### config.mk
export PLATFORM = sky130hd
export DESIGN_NAME = uart_bus_responder
export DESIGN_NICKNAME = d
export VERILOG_FILES = /design/src/rtl/uart_bus_responder.sv
export SDC_FILE = /design/constraint.sdc
export NUM_CORES = 1
export LEC_CHECK = 0
export ABC_CLOCK_PERIOD_IN_PS = 2100
export BUFFER_PORTS_ARGS = -buffer_cell sky130_fd_sc_hd__buf_2
export CAP_MARGIN = 40
export CORE_UTILIZATION = 57
export DETAILED_ROUTE_END_ITERATION = 10
export PLACE_DENSITY = 0.81
export SLEW_MARGIN = 25
export SYNTH_ARGS = -nofsm -noshare
export SYNTH_HDL_FRONTEND = slang
export SYNTH_SLANG_ARGS = --single-unit
### constraint.sdc
create_clock -name CLK -period 2.1 [get_ports CLK]
set_clock_uncertainty 0.05 [all_clocks]
set_input_delay 0.315 -clock CLK [delete_from_list [all_inputs] [get_ports CLK]]
set_output_delay 0.315 -clock CLK [all_outputs]
set_load 0.1 [all_outputs]
### src/rtl/uart_bus_responder.sv
`default_nettype none
// ============================================================================
// Module      : uart_bus_responder
// Description : Device-side stand-in for the external UART chip on the CPU
//               RAM1/UART bus. Bytes written on the wrn rising edge are
//               serialised 8N1 on txd_o; bytes received on rxd_i are held in
//               a receive buffer and offered on the shared data bus while
//               rdn is low.
// Ports       : CLK, RST          - clock, synchronous active-high reset
//               wrn_i, data_i     - write strobe (active low) and write data
//               rdn_i             - read strobe (active low)
//               data_o, data_oe_o - receive buffer and bus drive enable
//               data_ready_o      - unread byte available
//               tbre_o, tsre_o    - holding register / shift register empty
//               overrun_o         - sticky receive overrun
//               txd_o, rxd_i      - serial transmit / receive lines
// Revision    : 1.0 - initial release
// ============================================================================
module uart_bus_responder #(
    parameter int CLKS_PER_BIT = 16
) (
    input  logic       CLK,
    input  logic       RST,
    input  logic       wrn_i,
    input  logic       rdn_i,
    input  logic [7:0] data_i,
    output logic [7:0] data_o,
    output logic       data_oe_o,
    output logic       data_ready_o,
    output logic       tbre_o,
    output logic       tsre_o,
    output logic       overrun_o,
    output logic       txd_o,
    input  logic       rxd_i
);

    localparam int c_BAUD_W = (CLKS_PER_BIT > 1) ? $clog2(CLKS_PER_BIT) : 1;
    localparam logic [c_BAUD_W-1:0] c_BAUD_LAST = c_BAUD_W'(CLKS_PER_BIT - 1);
    localparam logic [c_BAUD_W-1:0] c_BAUD_HALF = c_BAUD_W'(CLKS_PER_BIT / 2 - 1);

    typedef enum logic [1:0] {
        ST_IDLE  = 2'd0,
        ST_START = 2'd1,
        ST_DATA  = 2'd2,
        ST_STOP  = 2'd3
    } state_t;

    // ------------------------------------------------------------------
    // Bus strobes: one register stage, edge = previous low, current high
    // ------------------------------------------------------------------
    logic r_wrn_cur, r_wrn_prev, r_rdn_cur, r_rdn_prev, r_data_oe;
    logic w_wr_edge, w_rd_edge;

    always_ff @(posedge CLK) begin
        if (RST) begin
            r_wrn_cur  <= 1'b1;
            r_wrn_prev <= 1'b1;
            r_rdn_cur  <= 1'b1;
            r_rdn_prev <= 1'b1;
            r_data_oe  <= 1'b0;
        end else begin
            r_wrn_cur  <= wrn_i;
            r_wrn_prev <= r_wrn_cur;
            r_rdn_cur  <= rdn_i;
            r_rdn_prev <= r_rdn_cur;
            r_data_oe  <= ~rdn_i;
        end
    end

    assign w_wr_edge = ~r_wrn_prev & r_wrn_cur;
    assign w_rd_edge = ~r_rdn_prev & r_rdn_cur;

    // ------------------------------------------------------------------
    // Transmit: holding register, shifter and framing FSM
    // ------------------------------------------------------------------
    state_t                r_tx_state;
    logic [c_BAUD_W-1:0]   r_tx_baud;
    logic [2:0]            r_tx_bit;
    logic [7:0]            r_thr;
    logic [7:0]            r_tx_shift;
    logic                  r_tbre, r_tsre, r_txd;

    always_ff @(posedge CLK) begin
        if (RST) begin
            r_tx_state <= ST_IDLE;
            r_tx_baud  <= '0;
            r_tx_bit   <= 3'd0;
            r_thr      <= 8'h00;
            r_tx_shift <= 8'h00;
            r_tbre     <= 1'b1;
            r_tsre     <= 1'b1;
            r_txd      <= 1'b1;
        end else begin
            // A write is accepted only while the holding register is empty;
            // the reload paths below all require it full, so they never collide.
            if (w_wr_edge && r_tbre) begin
                r_thr  <= data_i;
                r_tbre <= 1'b0;
            end

            r_tx_baud <= r_tx_baud + 1'b1;
            case (r_tx_state)
                ST_IDLE: begin
                    r_txd <= 1'b1;
                    if (!r_tbre) begin
                        r_tx_shift <= r_thr;
                        r_tbre     <= 1'b1;
                        r_tsre     <= 1'b0;
                        r_txd      <= 1'b0;
                        r_tx_baud  <= '0;
                        r_tx_bit   <= 3'd0;
                        r_tx_state <= ST_START;
                    end
                end
                ST_START: begin
                    if (r_tx_baud == c_BAUD_LAST) begin
                        r_txd      <= r_tx_shift[0];
                        r_tx_shift <= {1'b0, r_tx_shift[7:1]};
                        r_tx_baud  <= '0;
                        r_tx_bit   <= 3'd0;
                        r_tx_state <= ST_DATA;
                    end
                end
                ST_DATA: begin
                    if (r_tx_baud == c_BAUD_LAST) begin
                        r_tx_baud <= '0;
                        if (r_tx_bit == 3'd7) begin
                            r_txd      <= 1'b1;
                            r_tx_bit   <= 3'd0;
                            r_tx_state <= ST_STOP;
                        end else begin
                            r_txd      <= r_tx_shift[0];
                            r_tx_shift <= {1'b0, r_tx_shift[7:1]};
                            r_tx_bit   <= r_tx_bit + 3'd1;
                        end
                    end
                end
                ST_STOP: begin
                    if (r_tx_baud == c_BAUD_LAST) begin
                        r_tx_baud <= '0;
                        r_tx_bit  <= 3'd0;
                        if (!r_tbre) begin
                            // Next byte already waiting: start its frame with no idle gap
                            r_tx_shift <= r_thr;
                            r_tbre     <= 1'b1;
                            r_txd      <= 1'b0;
                            r_tx_state <= ST_START;
                        end else begin
                            r_tsre     <= 1'b1;
                            r_tx_state <= ST_IDLE;
                        end
                    end
                end
                default: r_tx_state <= ST_IDLE;
            endcase
        end
    end

    // ------------------------------------------------------------------
    // Receive: synchroniser, mid-bit sampling FSM, buffer and flags
    // ------------------------------------------------------------------
    state_t                r_rx_state;
    logic [c_BAUD_W-1:0]   r_rx_baud;
    logic [2:0]            r_rx_bit;
    logic [7:0]            r_rx_shift;
    logic [7:0]            r_rbr;
    logic                  r_rx_s1, r_rx_s2, r_rx_prev;
    logic                  r_data_ready, r_overrun;

    always_ff @(posedge CLK) begin
        if (RST) begin
            r_rx_state   <= ST_IDLE;
            r_rx_baud    <= '0;
            r_rx_bit     <= 3'd0;
            r_rx_shift   <= 8'h00;
            r_rbr        <= 8'h00;
            r_rx_s1      <= 1'b1;
            r_rx_s2      <= 1'b1;
            r_rx_prev    <= 1'b1;
            r_data_ready <= 1'b0;
            r_overrun    <= 1'b0;
        end else begin
            r_rx_s1   <= rxd_i;
            r_rx_s2   <= r_rx_s1;
            r_rx_prev <= r_rx_s2;

            if (w_rd_edge) begin
                r_data_ready <= 1'b0;
                r_overrun    <= 1'b0;
            end

            r_rx_baud <= r_rx_baud + 1'b1;
            case (r_rx_state)
                ST_IDLE: begin
                    if (r_rx_prev && !r_rx_s2) begin
                        r_rx_baud  <= '0;
                        r_rx_bit   <= 3'd0;
                        r_rx_state <= ST_START;
                    end
                end
                ST_START: begin
                    // Half-bit re-check rejects glitches; passing aligns sampling to mid-bit
                    if (r_rx_baud == c_BAUD_HALF) begin
                        r_rx_baud  <= '0;
                        r_rx_bit   <= 3'd0;
                        r_rx_state <= r_rx_s2 ? ST_IDLE : ST_DATA;
                    end
                end
                ST_DATA: begin
                    if (r_rx_baud == c_BAUD_LAST) begin
                        r_rx_baud  <= '0;
                        r_rx_shift <= {r_rx_s2, r_rx_shift[7:1]};
                        if (r_rx_bit == 3'd7) begin
                            r_rx_bit   <= 3'd0;
                            r_rx_state <= ST_STOP;
                        end else begin
                            r_rx_bit <= r_rx_bit + 3'd1;
                        end
                    end
                end
                ST_STOP: begin
                    if (r_rx_baud == c_BAUD_LAST) begin
                        r_rx_baud  <= '0;
                        r_rx_bit   <= 3'd0;
                        r_rx_state <= ST_IDLE;
                        if (r_rx_s2) begin
                            // A read finishing on this edge consumed the old byte,
                            // so it does not count as an overrun.
                            r_rbr        <= r_rx_shift;
                            r_data_ready <= 1'b1;
                            r_overrun    <= ~w_rd_edge & (r_overrun | r_data_ready);
                        end
                    end
                end
                default: r_rx_state <= ST_IDLE;
            endcase
        end
    end

    assign data_o       = r_rbr;
    assign data_oe_o    = r_data_oe;
    assign data_ready_o = r_data_ready;
    assign tbre_o       = r_tbre;
    assign tsre_o       = r_tsre;
    assign overrun_o    = r_overrun;
    assign txd_o        = r_txd;

endmodule
`default_nettype wire

==> impl_metrics.tcl <==
set metrics [dict create \
    status "complete, no violations" \
    start_util_pct 59.5 \
    cts_hold_buf 0 \
    cp.depth 6 \
    synthArstFlopShare_pct 0 \
    slew_headroom_pct 60.4 \
    chipWidth_um 69.4 \
    crit_type "reg2reg" \
    synth_compound_area_share_pct 7.97 \
    required_ns 2.33 \
    cts_inserted_buffers 9 \
    ys.flop_type "dfxtp_1" \
    stdcell_area_sq_um 2960 \
    synth-simple-area-share_pct 18.8 \
    synth_edf_count 0 \
    syn_nets 287 \
    rsz0062_at_grt "no" \
    viasPerCell 5.37 \
    hold_class "in2reg" \
    grt_use_total_pct 19.8 \
    syn_avg_cell_area_sq_um 9.84 \
    cts_max_level 3 \
    synth_cell_types 40 \
    synth_adder_area_share_pct 5.32 \
    vias 1864 \
    cp_top_family "simple AND/OR/NAND/NOR gates" \
    total_power_mw 3.46 \
    portBuffers 26 \
    wl_per_cell_um 12.5 \
    yosysWarnings 0 \
    grt_pass1_wl_um 7450 \
    dr.pass1.iters 4 \
    clockRootBuffer "clkbuf_8" \
    gp_congestion 0.784 \
    rr_worst_depth 6 \
    crit_path_start "r_tx_state[0]$_SDFFE_PP0P_" \
    grt_max_degree 32 \
    synth_mux_area_share_pct 13.5 \
    synth_xor_area_share_pct 1.69 \
    layout-drive-gt1-share_pct 18.6 \
    start_kind "flip-flop" \
    worst_slew_pin_slew_ns 0.593 \
    row_count 24 \
    ant_nets 0 \
    cts_tree "built" \
    stdcell_count 347 \
    initialDrtViolationCount 84 \
    clkLatencyLatePin_ns 0.34 \
    reg2reg_from "r_tx_state[0]$_SDFFE_PP0P_" \
    setup_tns_ns 0 \
    yosys-top-cells-area "dfxtp_1 49%, mux2i_1 14%, nor2_1 6.8%" \
    finalWirelength_um 4340 \
    setup_viol 0 \
    clockBufferDepth 2 \
    p_leak_nw 1.24 \
    antenna_found_initial 0 \
    fin_nets 314 \
    placed_area_sq_um 2750 \
    finalCriticalPeriod_ns 1.82 \
    drc 0 \
    r2r_slack_ns 0.28 \
    fillers 340 \
    grt-ovfl-total 0 \
    hold_viol 0 \
    cpPeakStageDelay_ns 0.38 \
    dp_hpwl_um 2900 \
    seq_area_frac_synth_pct 48.7 \
    num_antenna_cells 0 \
    die-area_sq_um 4810 \
    pin_count 27 \
    grt_pass1_vias 1710 \
    p_per_area_nw_per_um2 1170 \
    ys_top_cells_by_count "63 x dfxtp_1, 47 x nor2_1, 35 x mux2i_1" \
    irDropWorstVdd_mv 0.641 \
    crit_path_max_fanout 6 \
    syn2layout_area_growth_pct 14.2 \
    r2r-end "r_tx_bit[0]$_SDFFE_PP0P_" \
    cts.reportedPaths.clkPinSlew_ns 0.07 \
    fp.dieH_um 69.4 \
    ys_seq_elements 63 \
    critPathArrivalTime_ns 2.05 \
    synth_top_area_share_pct 48.7 \
    cts_num_sinks 63 \
    maxCapViolCount 0 \
    critPathBufInv 1 \
    dp_cells 331 \
    synthesis.area_sq_um 2590 \
    core_sq_um 4350 \
    path_cells "inv_1 > ha_1 > nor3_2 > o21ai_1 > or3_1 > a21oi_1" \
    period_share_pct 86.8 \
    cpMaxStageDelayCell "dfxtp_1" \
    synth_most_common_cell "dfxtp_1" \
    synth_top_family_by_area "simple AND/OR/NAND/NOR gates" \
    syn-instance-count 263 \
    cp-end-kind "flip-flop" \
    crit_end "r_tx_bit[0]$_SDFFE_PP0P_" \
    finalMaxSlewViolations 0 \
    synth_top_area_cell "dfxtp_1" \
    fmax_ghz 0.549 \
]
-- metal layers --
layer,GRT usage [%],vias up,routed length [um]
li1,-,958,-
met1,24.0,874,2040
met2,30.6,25,2090
met3,8.28,7,164
met4,8.84,0,49
met5,0,-,0
-- sequential cells by signal, indices dropped and copies added, names as in the netlist, 2 cells and up, named ones only --
register	count
data_o	8
r_rx_baud	4
r_rx_bit	3
r_rx_shift	8
r_thr	8
r_tx_baud	4
r_tx_bit	3
r_tx_shift	8
r_tx_state	2
-- what timing repair did --
item | in CTS | in global routing
setup endpoints to repair | 0 | 3
gates resized for setup | 0 | 1
setup buffers | 0 | 0
-- final cells by class --
class | instances | area (sq um) | area share [%]
sequential | 63 | 1260 | 42.7
multi-input combinational | 178 | 1230 | 41.7
timing repair buffer | 29 | 165 | 5.59
clock buffer | 11 | 141 | 4.78
tap | 52 | 65.1 | 2.20
clock inverter | 5 | 57.6 | 1.95
inverter | 9 | 33.8 | 1.14
-- how the worst min path moves through the flow --
stage | from | endpoint | slack [ns] | cells past startpoint
floorplan | r_rx_s1$_SDFF_PP1_ | r_rx_s2$_SDFF_PP1_ | 0.34 | 1
global placement | r_rx_s1$_SDFF_PP1_ | r_rx_s2$_SDFF_PP1_ | 0.34 | 1
detailed placement | r_rx_s1$_SDFF_PP1_ | r_rx_s2$_SDFF_PP1_ | 0.36 | 1
CTS | wrn_i | r_wrn_cur$_SDFF_PP1_ | 0.08 | 2
global route | rxd_i | r_rx_s1$_SDFF_PP1_ | 0.08 | 2
finish | rdn_i | data_oe_o$_SDFF_PP0_ | 0.10 | 2
-- cells by family (layout without fill, tap and decap cells) --
logic type | Yosys count | in the layout
mux | 35 | 35
xor+xnor | 5 | 5
simple gates | 98 | 98
buf+inv | 22 | 54
compound gates | 29 | 29
flops | 63 | 63
fa+ha+maj | 11 | 11
-- through the flow --
stage               setup WS (ns)  hold slack [ns]  util, %
finish                      0.278            0.101     67.9
global route               0.0724           0.0834     67.9
CTS                         0.225           0.0842     67.7
global placement            0.350            0.342     63.1
floorplan                   0.134            0.339        -
detailed placement          0.233            0.355     63.1
-- where the power goes --
part	total, mW	internal [mW]	switching (mW)
registers	1.40	1.31	0.0859
clock network	1.04	0.578	0.460
logic	1.02	0.383	0.637
-- cells in the final DEF (no fill, tap or decap), drive strengths merged, types with 3 or more instances in the layout --
cell type and count:
xor2 3, or3 3, ha 11, buf 29
nor2 48, nand2b 6, clkbuf 11, dfxtp 63
nor2b 4, or2 5, nor3 5, clkinvlp 3
nand4 3, and3 3, mux2i 35, nand2 8
a211oi 7, inv 9, o21ai 6, nand3 6
a21oi 8
Note: power is estimated with default switching activity, not from simulation.
